==> config.mk <==
export PLATFORM = sky130hd
export DESIGN_NAME = timer_dev
export DESIGN_NICKNAME = d
export VERILOG_FILES = /design/src/rtl/timer_dev.sv
export SDC_FILE = /design/constraint.sdc
export NUM_CORES = 1
export LEC_CHECK = 0
export BUFFER_PORTS_ARGS = -buffer_cell sky130_fd_sc_hd__buf_2
export CORE_UTILIZATION = 49
export DETAILED_ROUTE_END_ITERATION = 10
export GPL_ROUTABILITY_DRIVEN = 0
export GPL_TIMING_DRIVEN = 0
export PLACE_DENSITY = 0.78
export SYNTH_ARGS = -nofsm -noshare
export SYNTH_HDL_FRONTEND = slang
export SYNTH_SLANG_ARGS = --single-unit
==> constraint.sdc <==
create_clock -name clk -period 2.2 [get_ports clk]
set_input_delay 0.22 -clock clk [delete_from_list [all_inputs] [get_ports clk]]
set_output_delay 0.22 -clock clk [all_outputs]
set_load 0.05 [all_outputs]
==> src/rtl/timer_dev.sv <==
// timer_dev: memory-mapped programmable down-counter with an interrupt output.
//
// Ports:
//   clk    - single clock, all state changes on the rising edge
//   reset  - asynchronous, active-high; clears all state immediately
//   Addr   - bridge address; [31:4] decode against BASE_ADDR, [3:2] select register
//   WE     - bridge write enable
//   DIn    - write data
//   DOut   - read data, combinational from Addr (0 on a non-hit)
//   IRQ    - registered interrupt request (pending & IM)
//
// Register map (offset = Addr[3:2]):
//   0 CTRL   [0] En, [2:1] Mode, [3] IM
//   1 PRESET [CNT_W-1:0]
//   2 COUNT  read only
//   3 --     reads 0
module timer_dev #(
    parameter logic [31:0] BASE_ADDR = 32'h0000_7F00,
    parameter int          CNT_W     = 32
) (
    input  logic        clk,
    input  logic        reset,
    input  logic [31:0] Addr,
    input  logic        WE,
    input  logic [31:0] DIn,
    output logic [31:0] DOut,
    output logic        IRQ
);

    typedef enum logic [1:0] {
        IDLE = 2'd0,
        CNT  = 2'd1,
        INT  = 2'd2
    } state_t;

    state_t             state, state_d;
    logic               en, en_d;
    logic [1:0]         mode, mode_d;
    logic               im, im_d;
    logic [CNT_W-1:0]   preset, preset_d;
    logic [CNT_W-1:0]   count, count_d;
    logic               pending, pending_d;

    logic hit, wr_ctrl, wr_preset;
    logic unused_bits;

    assign hit       = (Addr[31:4] == BASE_ADDR[31:4]);
    assign wr_ctrl   = WE && hit && (Addr[3:2] == 2'd0);
    assign wr_preset = WE && hit && (Addr[3:2] == 2'd1);

    // Byte-offset bits never participate in decode.
    assign unused_bits = ^{Addr[1:0], DIn};

    always_ff @(posedge clk or posedge reset) begin
        if (reset) begin
            state   <= IDLE;
            en      <= 1'b0;
            mode    <= 2'd0;
            im      <= 1'b0;
            preset  <= '0;
            count   <= '0;
            pending <= 1'b0;
            IRQ     <= 1'b0;
        end else begin
            state   <= state_d;
            en      <= en_d;
            mode    <= mode_d;
            im      <= im_d;
            preset  <= preset_d;
            count   <= count_d;
            pending <= pending_d;
            // IRQ follows the next-state pending so it rises on the same edge
            // pending is set, i.e. PRESET+2 edges after the enabling write.
            IRQ     <= pending_d & im_d;
        end
    end

    always_comb begin
        state_d   = state;
        en_d      = en;
        mode_d    = mode;
        im_d      = im;
        preset_d  = preset;
        count_d   = count;
        pending_d = pending;

        // Auto-reload mode produces a single-cycle pending pulse.
        if (pending && mode == 2'd1)
            pending_d = 1'b0;

        case (state)
            IDLE: begin
                if (en) begin
                    count_d = preset;
                    state_d = CNT;
                end
            end
            CNT: begin
                if (!en)
                    state_d = IDLE;          // COUNT frozen
                else if (count > CNT_W'(1))
                    count_d = count - CNT_W'(1);
                else begin
                    // PRESET=0 lands here too, so it behaves like PRESET=1.
                    count_d = '0;
                    state_d = INT;
                end
            end
            INT: begin
                pending_d = 1'b1;
                state_d   = IDLE;
                if (mode != 2'd1)
                    en_d = 1'b0;             // one-shot; modes 2/3 alias mode 0
            end
            default: state_d = IDLE;
        endcase

        // Bus writes take priority over the FSM on the same edge.
        if (wr_ctrl) begin
            en_d   = DIn[0];
            mode_d = DIn[2:1];
            im_d   = DIn[3];
        end
        if (wr_preset)
            preset_d = DIn[CNT_W-1:0];
        if (wr_ctrl || wr_preset) begin
            state_d   = IDLE;
            pending_d = 1'b0;
            count_d   = count;
        end
    end

    always_comb begin
        DOut = '0;
        if (hit) begin
            case (Addr[3:2])
                2'd0:    DOut = {28'd0, im, mode, en};
                2'd1:    DOut = 32'(preset);
                2'd2:    DOut = 32'(count);
                default: DOut = '0;
            endcase
        end
    end

endmodule

==> flow_summary.toml <==
[run_status]
status = "finished, violations left"
violations = "setup timing"

[clock_network]
cts_tree = "done"
cts_max_level = 3
clk_pin_slew_ps = 80
clk_latency_ps = 350
cts_inserted_buffers = 9
cts_sinks = 72
cts-root-buf = "clkbuf_8"
clock_path_buffers = 2
holdBufCountCts = 0

[critical_path]
cp_max_fo = 6
r2r-end = "count[2]"
path_depth = 6
critPathBufInv = 1
r2r_start = "count[31]"
cp_slowest_cell = "or4_4"
crit_type = "flip-flop to flip-flop"
path_common_cell = "or4_4"
critPathRequiredTime_ps = 2390
cp_top_family = "simple AND/OR/NAND/NOR gates"
worstSetupEndpointType = "flip-flop"
crit_chain = "or4_4 > or4_4 > o31a_1 > buf_6 > a32oi_1 > o2bb2ai_1"
reg2reg_depth = 6
cp-start-kind = "flip-flop"
critPathArrivalTime_ps = 2660
cpPeakStageDelay_ps = 540
r2r_setup_slack_ps = -260

[power_and_ir_drop]
p_total_mw = 2.38
power.switching_mw = 0.572
vdd_drop_max_v = 0.000305
pwr-share-clk = 0.394
netSwitchingFraction = 0.241
cellPowerDensity_mw_per_mm2 = 424
pwr-share-seq = 0.556
p_leak_nw = 2.57
p_int_mw = 1.80
pwr-share-comb = 0.049

[finish]
final_cell_mix = "buf_2, dfrtp_1, nor2_1"
regArea_mm2 = 0.00181
antennaDiodeCount = 0
final_common_cell = "buf_2"
final_nets = 659
area_delta_synth_final_pct = 33.1
multi_input_area_mm2 = 0.00251
final_util = 0.679
finalInstanceArea_mm2 = 0.00560
drive_gt1_frac = 0.410
layout.cells.non_filler = 700
fillers = 630

[place]
placed_cell_area_mm2 = 0.00483
dp_cells = 651
post-place-ws_ps = -511
portBuffers = 96
dp.final_hpwl_mm = 8.80

[run]
cap_violations = 0

[route]
post_drt_wl_per_cell_um = 20.3
drc = 0
vias = 4503
ant_nets = 0
firstDrtPassIters = 5
vias_per_cell = 6.43
drtIter0Drc = 503
totalWireLength_mm = 14.2

[timing]
hold_ws_ps = 64.1
clock.fmax_ghz = 0.406
fin_crit_ps = 2460
fin_setup_tns_ps = -5030
slew_headroom = 0.390
setup_violations = 32
worstMarginPinSlew_ps = 914
grt_setup_unrepaired = "true"
finalHoldViolations = 0
setup_slack_ps = -264
drv_slew = 0
fin_worst_skew_ps = 11.0
fin_crit_sh = 1.12

[synth]
ys.flop_type = "dfrtp_1"
synth_seq_cells = 72
yosys_warnings = 0
synth_edf_count = 0
synthArstFlopShare = 1.00
synth_nets = 519
synth_area_per_cell_um2 = 9.36
syn_area_mm2 = 0.00421
synthesis.instances = 450
ys_seq_area_frac = 0.428
synth_cell_type_count = 50

[grt]
antenna_found_initial = 0
grt_max_degree = 73
groute.usage.overall = 0.303
first_global_vias = 4252
grt_pass1_wl_mm = 20.9
gr-total-overflow = 0

[floorplanning]
die_area_mm2 = 0.00897
start_util = 0.510
coreArea_mm2 = 0.00826
placementRows = 33
die_h_um = 94.7
die_w_um = 94.7
io_pins = 100

[hold_path]
hold_class = "input port to async pin"
## layout make-up
type | instances | share of cell area
Multi-Input combinational cell | 334 | 0.447
Sequential cell | 72 | 0.323
Timing Repair Buffer | 129 | 0.136
Buffer | 33 | 0.0335
Clock buffer | 12 | 0.0259
Tap cell | 105 | 0.0234
Inverter | 11 | 0.00781
Clock inverter | 4 | 0.00357
## synth_stat cells (all sizes together), types with 3 or more instances
library cell,number,area share
nor4,11,0.018
nor2,63,0.056
or4,4,0.0080
buf,10,0.015
clkbuf,23,0.020
a32oi,11,0.023
nand4,5,0.0074
a22oi,37,0.066
o2bb2ai,17,0.035
nor3,27,0.032
mux2i,4,0.0095
or2,3,0.0045
o41ai,3,0.0062
mux2,35,0.094
o31ai,3,0.0086
or3,5,0.0074
dfrtp,72,0.43
nor2b,3,0.0045
nand2,19,0.017
o22ai,3,0.0045
a22o,9,0.019
inv,11,0.0098
a21oi,9,0.011
o21ai,32,0.038
nand3,5,0.0059
## per-layer routing
metal | GRT usage | vias up | part of all wire
li1 | - | 1978 | -
met3 | 0.0499 | 82 | 0.087
met1 | 0.392 | 2143 | 0.39
met5 | 0 | - | 0
met2 | 0.490 | 300 | 0.48
met4 | 0.149 | 0 | 0.044
## worst max-delay path by stage
stage | end | slack (ps) | from
floorplan | count[4] | -7 | count[31]
global placement | preset[26] | -720 | reset
detailed placement | count[23] | -510 | count[10]
CTS | count[3] | -200 | count[31]
global route | count[2] | -300 | count[28]
finish | count[2] | -260 | count[31]
## cell families (layout without fill, tap and decap cells)
group	count (synthesis)	in the layout	synth area share
simple gates	158	158	0.186
mux	39	39	0.103
fa+ha+maj	2	2	0.00594
flops	72	72	0.428
buf+inv	44	189	0.0452
compound gates	135	135	0.232
## flip-flops by register name (all words and copies together), names as in the netlist
signal   count
count       32
preset      32
mode         2
state        2
IRQ          1
en           1
im           1
pending      1
## power groups by stage
stage | Sequential [mW] | Combinational [mW] | Clock, mW
after floorplan | 1.35 | 0.0441 | 0
after global placement | 1.35 | 0.113 | 0
after detailed placement | 1.35 | 0.118 | 0
after CTS | 1.32 | 0.118 | 0.933
after global routing | 1.32 | 0.131 | 0.989
final | 1.32 | 0.118 | 0.937
## repair_timing
action                     in CTS  in global routing
buffers inserted               15                 13
pin swaps                      16                 16
gates cloned                    4                  1
gates resized for setup        55                 40
setup endpoints to repair      94                 65
(Power assumes the default switching activity.)
